File: src/rtl/spi_child_read_12bit.sv
// Receiver for the 12-bit SCL/SS/MOSI sample link: synchronizes the link lines,
// deserializes MSB-first frames into a FWFT FIFO and counts accepted samples.
module spi_child_read_12bit #(
    parameter int FIFO_DEPTH   = 8,
    parameter int SAMPLE_LIMIT = 100
) (
    input  logic                          clk,
    input  logic                          rst,
    input  logic                          SCL,
    input  logic                          SS,
    input  logic                          MOSI,
    output logic [11:0]                   sample_data,
    output logic                          sample_valid,
    input  logic                          sample_ready,
    output logic [$clog2(FIFO_DEPTH):0]   fifo_count,
    output logic [6:0]                    rx_count,
    output logic                          done,
    output logic                          frame_err,
    output logic                          overflow
);
    localparam int AW = $clog2(FIFO_DEPTH);
    localparam int CW = AW + 1;

    typedef enum logic [1:0] {WAIT_IDLE, IDLE, SHIFT} state_t;

    logic scl_p0, scl_p1, scl_p2;
    logic ss_p0, ss_p1, ss_p2;
    logic mosi_p0, mosi_p1;

    // Synchronizer stage: _p0/_p1 are the two sync flops, _p2 is the edge reference.
    always_ff @(posedge clk) begin
        if (rst) begin
            scl_p0  <= 1'b0;
            scl_p1  <= 1'b0;
            scl_p2  <= 1'b0;
            ss_p0   <= 1'b1;
            ss_p1   <= 1'b1;
            ss_p2   <= 1'b1;
            mosi_p0 <= 1'b0;
            mosi_p1 <= 1'b0;
        end else begin
            scl_p0  <= SCL;
            scl_p1  <= scl_p0;
            scl_p2  <= scl_p1;
            ss_p0   <= SS;
            ss_p1   <= ss_p0;
            ss_p2   <= ss_p1;
            mosi_p0 <= MOSI;
            mosi_p1 <= mosi_p0;
        end
    end

    logic scl_rise, ss_fall, ss_rise;
    assign scl_rise = scl_p1 & ~scl_p2;
    assign ss_fall  = ~ss_p1 & ss_p2;
    assign ss_rise  = ss_p1 & ~ss_p2;

    state_t      state;
    logic [1:0]  settle;
    logic [11:0] shift;
    logic [4:0]  bit_cnt;
    logic [11:0] shift_next;
    logic [4:0]  cnt_next;

    logic [11:0]   mem [FIFO_DEPTH];
    logic [AW-1:0] wr_ptr, rd_ptr;
    logic          full, pop, push, eval, frame_ok;

    // A bit arriving in the same cycle as ss_rise is shifted before the frame is judged.
    always_comb begin
        shift_next = shift;
        cnt_next   = bit_cnt;
        if (scl_rise) begin
            shift_next = {shift[10:0], mosi_p1};
            if (bit_cnt != 5'd31) cnt_next = bit_cnt + 5'd1;
        end
    end

    assign sample_valid = (fifo_count != '0);
    assign sample_data  = sample_valid ? mem[rd_ptr] : 12'd0;
    assign full         = (fifo_count == CW'(FIFO_DEPTH));
    assign pop          = sample_valid & sample_ready;
    assign eval         = (state == SHIFT) & ss_rise;
    assign frame_ok     = eval & (cnt_next == 5'd12) & ~done;
    assign push         = frame_ok & (~full | pop);

    // Framing stage. The settle counter keeps WAIT_IDLE blind until the sync chain holds
    // real line samples, so a frame already running at reset release is never started.
    always_ff @(posedge clk) begin
        if (rst) begin
            state     <= WAIT_IDLE;
            settle    <= 2'd0;
            shift     <= 12'd0;
            bit_cnt   <= 5'd0;
            rx_count  <= 7'd0;
            done      <= 1'b0;
            frame_err <= 1'b0;
            overflow  <= 1'b0;
        end else begin
            frame_err <= 1'b0;
            overflow  <= 1'b0;
            if (settle != 2'd3) settle <= settle + 2'd1;
            case (state)
                WAIT_IDLE: begin
                    if (settle == 2'd3 && ss_p1 && ss_p2) state <= IDLE;
                end
                IDLE: begin
                    if (ss_fall) begin
                        shift   <= 12'd0;
                        bit_cnt <= 5'd0;
                        state   <= SHIFT;
                    end
                end
                SHIFT: begin
                    shift   <= shift_next;
                    bit_cnt <= cnt_next;
                    if (ss_rise) begin
                        state     <= IDLE;
                        frame_err <= (cnt_next != 5'd12) & ~done;
                        overflow  <= frame_ok & full & ~pop;
                    end
                end
                default: state <= WAIT_IDLE;
            endcase
            if (push) begin
                rx_count <= rx_count + 7'd1;
                done     <= ((rx_count + 7'd1) == 7'(SAMPLE_LIMIT));
            end
        end
    end

    // FIFO stage: pointers wrap naturally because the depth is a power of two.
    always_ff @(posedge clk) begin
        if (rst) begin
            wr_ptr     <= '0;
            rd_ptr     <= '0;
            fifo_count <= '0;
        end else begin
            if (push) wr_ptr <= wr_ptr + AW'(1);
            if (pop)  rd_ptr <= rd_ptr + AW'(1);
            case ({push, pop})
                2'b10:   fifo_count <= fifo_count + CW'(1);
                2'b01:   fifo_count <= fifo_count - CW'(1);
                default: fifo_count <= fifo_count;
            endcase
        end
    end

    always_ff @(posedge clk) begin
        if (push) mem[wr_ptr] <= shift_next;
    end

endmodule

File: config.mk
export PLATFORM = sky130hd
export DESIGN_NAME = spi_child_read_12bit
export DESIGN_NICKNAME = d
export VERILOG_FILES = /design/src/rtl/spi_child_read_12bit.sv
export SDC_FILE = /design/constraint.sdc
export NUM_CORES = 1
export LEC_CHECK = 0
export BUFFER_PORTS_ARGS = -buffer_cell sky130_fd_sc_hd__buf_2
export CORE_UTILIZATION = 57
export CTS_CLUSTER_DIAMETER = 80
export DETAILED_ROUTE_END_ITERATION = 12
export GPL_TIMING_DRIVEN = 0
export HOLD_SLACK_MARGIN = 0.02
export PLACE_DENSITY = 0.86
export SYNTH_ARGS = -nofsm -noshare
export SYNTH_HDL_FRONTEND = slang
export SYNTH_SLANG_ARGS = --single-unit
export TNS_END_PERCENT = 50
File: constraint.sdc
create_clock -name clk -period 4.23 [get_ports clk]
set_clock_uncertainty 0.05 [all_clocks]
set_input_delay 0.6345 -clock clk [delete_from_list [all_inputs] [get_ports clk]]
set_output_delay 0.6345 -clock clk [all_outputs]
set_load 0.005 [all_outputs]
# Word level (Yosys, flattened, before mapping)
# Memories as Yosys holds them, arrays and structs flattened. A register that Yosys moved wholly into a read port is not among the register bits.
# Cells that the tools add are included.
[totals] output_inout_bits=27 romBits=0 register_bits=49 in_bits=6 mem_bits_rw=96 latch_bits=0 n_memories=1
[memory_table] name="mem" words=8 width=12 read_ports=1 rd_clocked_by_memory_dff=1 wr=1 line_no="65" rtl="logic [11:0] mem [FIFO_DEPTH];"
[classes] multipliers=0 reduce_logical=9 n_div=0 shifts=0 mux=17 n_bitwise=20 n_eq_ne=14 n_addsub=7 n_lt_le_gt_ge=0
[ops] cell="2-to-1 mux 12 bit" n=3
[ops] cell="one-hot mux 12 bit (2 select lines)" n=1
[ops] cell="2-to-1 mux 5 bit" n=3
[ops] cell="bitwise AND 1 bit" n=11
[ops] cell="one-hot mux 5 bit (2 select lines)" n=1
[ops] cell="!= test 2 bit (second input constant)" n=4
[ops] cell="inverter 1 bit" n=8
[ops] cell="one-hot mux 4 bit (2 select lines)" n=1
[ops] cell="adder 7 x 1 -> 7 bit (second input constant)" n=1
[ops] cell="equality test 7 bit (second input constant)" n=1
[ops] cell="adder 3 x 1 -> 3 bit (second input constant)" n=2
[ops] cell="equality test 2 bit (second input constant)" n=3
[ops] cell="2-to-1 mux 2 bit" n=3
[ops] cell="2-to-1 mux 3 bit" n=2
[ops] cell="one-hot mux 2 bit (3 select lines)" n=1
[ops] cell="adder 5 x 1 -> 5 bit (second input constant)" n=1
[ops] cell="equality test 5 x 4 -> 1 bit (second input constant)" n=1
[ops] cell="!= test 5 x 4 -> 1 bit (second input constant)" n=1
[ops] cell="!= test 5 bit (second input constant)" n=1
[ops] cell="adder 4 x 1 -> 4 bit (second input constant)" n=1
[ops] cell="equality test 2 x 1 -> 1 bit (second input constant)" n=2
[ops] cell="equality test 4 bit (second input constant)" n=1
[ops] cell="nonzero test 2 bit" n=2
[ops] cell="nonzero test 4 bit" n=1
[ops] cell="9 further kinds" n=11

# Longest topological paths before layout
[logic_depth] depth_word=9 ltp_mapped=12 depth_no_buf=11

# Worst setup path before layout
# No wires, ideal clock.
[synth_path] kind="register to register" from="register bit_cnt[0]" to="memory mem[4][0] (enable)" path_buffers=0 period_less_slack_ps=3421 stages_incl_launch_ff=7 setup_slack_ps=809 setup_time_ps=417 t_required_ps=3763 t_arrival_ps=2954 path_cell_list="dfxtp_1 -> ha_1 -> nand3b_1 -> xor2_1 -> nor4_4 -> nand2_1 -> nor4b_1"
[synth_via] elab_chain_cells=9 elab_cells_between_ends=10
[synth_rtl] item="from (decl)" line_no="61" rtl="logic [4:0] bit_cnt;"
[synth_rtl] item="from (signal assigned)" line_no="116" rtl="bit_cnt <= cnt_next;"
[synth_rtl] item="adder 5 x 1 -> 5 bit / != test 5 bit (equally long branches)" line_no="75" rtl="if (bit_cnt != 5'd31) cnt_next = bit_cnt + 5'd1;"
[synth_rtl] item="2-to-1 mux 5 bit" line_no="75"
[synth_rtl] item="2-to-1 mux 5 bit *" line_no="73" rtl="if (scl_rise) begin"
[synth_rtl] item="equality test 5 x 4 -> 1 bit *" line_no="84" rtl="assign frame_ok = eval & (cnt_next == 5'd12) & ~done;"
[synth_rtl] item="bitwise AND 1 bit * (2 in series)" line_no="84"
[synth_rtl] item="bitwise AND 1 bit *" line_no="85" rtl="assign push = frame_ok & (~full | pop);"
[synth_rtl] item="2-to-1 mux 1 bit *" line_no="150" rtl="if (push) mem[wr_ptr] <= shift_next;"
[synth_rtl] item="2-to-1 mux 1 bit (implied by the code) *" line_no="150"
[synth_rtl] item="to (decl)" line_no="65"
# Mark *: on every way between the ends. The rest lies on a longest branch, timed or not.

# Worst setup path after layout
[layout_path] from="register bit_cnt[0]" to="memory mem[7][11] (enable)"
# The elaborated chain is that of the path after synthesis.

==> metrics <==
status=finished clean; cell taking the most area after synthesis=edfxtp_1; CTS Hold Bufs=0; Inst Count DP=619; Yosys reg bits=148; fin area=7120 um2; vias in the first global route=3772; Synth async-reset ratio=0%; FP Rows=37; Seq pwr share=41.5%; # IOs=33; RePlAce Congestion=0.804; Fmax=0.282 GHz; Std-Cell Core Area=10300 um2; post-synth top area share=47.5%; cts repair resizes=0; Mapped Area=6070 um2; drc violations=0; sw frac=25.6%; drt total wl=12400 um; CTS sink cnt=148; metal2 WL=6550 um; NumNets Final=516; Starting Density=58.8%; min-delay src=SS; wire length per cell=19.0 um; Post-synth EDFFs=96; RSZ-0062 raised after global routing=false; Power Internal=0.00285 W; Top FF cell, synth=edfxtp_1; CTS tree=built; share of cells above drive strength 1=23.3%; H-tree depth=4; clock power share=40.7%; post-synth net total=458; clock buffer count from CTS=17; number of library cell types mapped by synthesis=52; Setup violations, final=0; Die X-Extent=105 um; first-pass GRT wire length=19500 um; setup TNS=0 ns; CP max FO=12; max-slew violations=0; Total GRT Usage=24.0%; grt ovf=0; Crit. End Element=flop; Top Metal Used=met4; CP Launch Type=flop; CTS root buffer=clkbuf_8; Setup Fix Bufs, Post-CTS=0; synthesized area per cell=13.7 um2; period utilisation layout=83.7%; DRT antenna net count=0; number of vias per cell=5.84; die area=11100 um2; P_sw=0.000981 W; Slew HR=17.3%; Max VDD drop=0.000336 V; Lkg Pwr=2.62 nW; Setup Crit Path Kind=flop to flop; DP Area=6510 um2; IO buf count=32; reg2reg setup slack=0.69 ns; Antenna Diode Count=0; largest net degree at the start of global routing=17; First-pass DRT Iterations=4; Die Span Y=105 um; top-count cell post-synth=edfxtp_1; pwr dens=538 nW/um2; synthesis-to-layout area growth=17.5%; top cells by count, synth=edfxtp_1 (96), nand2_1 (60), dfxtp_1 (52), nor2_1 (36), mux4_2 (24); Tightest Pin Transition=1.24 ns; Util after Layout=69.0%; met3 wire len=574 um; antenna violations before repair=0; HPWL after DPL=8070 um; Worst Hold Depth=2; cell count after synthesis=444; hold endpoint=ss_p0; Fin. Hold Viols=0; HP Class=input port to flop; clk slew on worst S/H paths=0.06 ns; combinational share of power=17.8%; CP required=4.32 ns; RR Endpoint=mem[7][11]; Vias=3799; max cap viols=0; FF-to-FF path depth=8; sequential area share after synthesis=64.7%; worst skew pair latency=0.52 ns; fin crit period=3.54 ns; synth top area cells=edfxtp_1 (48%), dfxtp_1 (17%), mux4_2 (8.9%); wl on met1=5010 um; FF-to-FF Start=bit_cnt[0]; Yosys warning count=0; Cell Count, Final, Fillers Out=651; Worst Path Arrival=3.63 ns; CTS max path bufs=2; DR iter-0 viols=206
cells in the final DEF (no fill, tap or decap), drive strengths merged, types with 3 or more instances in the layout:
master / n
nor4b: 3
nand3: 22
and2: 5
nor4: 4
dfxtp: 52
clkinv: 3
mux2i: 14
nor2b: 9
buf: 50
or2: 3
edfxtp: 96
nand2: 60
nand4: 3
nor3: 3
a31oi: 3
clkbuf: 34
xor2: 11
ha: 7
mux4: 24
a21o: 4
inv: 11
nor2: 36
bufinv: 4
o21ai: 4
a21oi: 21
how the worst max path moves through the flow:
stage	start	end
after floorplan	bit_cnt[0]	mem[4][0]
after CTS	bit_cnt[0]	mem[7][10]
after detailed placement	bit_cnt[0]	mem[7][11]
after global routing	bit_cnt[0]	mem[7][10]
after global placement	bit_cnt[0]	mem[2][3]
final	bit_cnt[0]	mem[7][11]
layer usage:
metal,vias up,global-route usage (%)
met5,-,0
met4,0,9.05
met3,21,4.99
met2,139,42.0
met1,1886,29.4
li1,1753,-
cell families after synthesis:
family	Yosys count	synth area share, %
compound gates	41	4.19
xor+xnor	13	1.88
fa+ha+maj	8	1.77
buf+inv	33	2.45
flops	148	64.7
mux	40	11.7
simple gates	161	13.4
flip-flops by register name (all words and copies together) (netlist names), 2 cells and up, named ones only:
register / cells
state: 2
rx_count: 7
settle: 2
wr_ptr: 3
mem: 96
bit_cnt: 5
rd_ptr: 3
fifo_count: 4
shift: 12
stage by stage:
stage | hold slack (ns) | total power [W] | setup slack, ns
after detailed placement | 0.345 | 0.00231 | 0.699
after floorplan | 0.339 | 0.00209 | 0.809
after CTS | 0.227 | 0.00387 | 0.665
final | 0.244 | 0.00384 | 0.690
after global placement | 0.343 | 0.00228 | -0.561
after global routing | 0.236 | 0.00399 | 0.432
power by group through the flow:
| stage | combinational [W] | clock (W) | sequential (W) |
|---|---|---|---|
| after floorplan | 0.000477 | 0 | 0.00162 |
| after global placement | 0.000659 | 0 | 0.00162 |
| after detailed placement | 0.000689 | 0 | 0.00162 |
| after CTS | 0.000698 | 0.00158 | 0.00159 |
| after global routing | 0.000756 | 0.00164 | 0.00160 |
| final | 0.000682 | 0.00156 | 0.00159 |
area by class of cell:
type	instances	area, um2
repair buffers	39	231
flip-flops and latches	148	3920
inverters	6	22.5
well taps	136	170
clock inverters	14	200
plain buffers	27	126
fillers	713	3200
clock buffers	18	418
multi-input cells	263	2030
critical path, stage by stage (launching register included):
cell	delay, ns
dfxtp_1	0.43
ha_1	0.22
nand3b_1	0.12
xor2_1	0.21
nor4_4	0.60
and2_0	0.19
buf_2	0.18
nand2_1	0.16
nor2_1	0.98
Power figures use the tool's default switching activity.
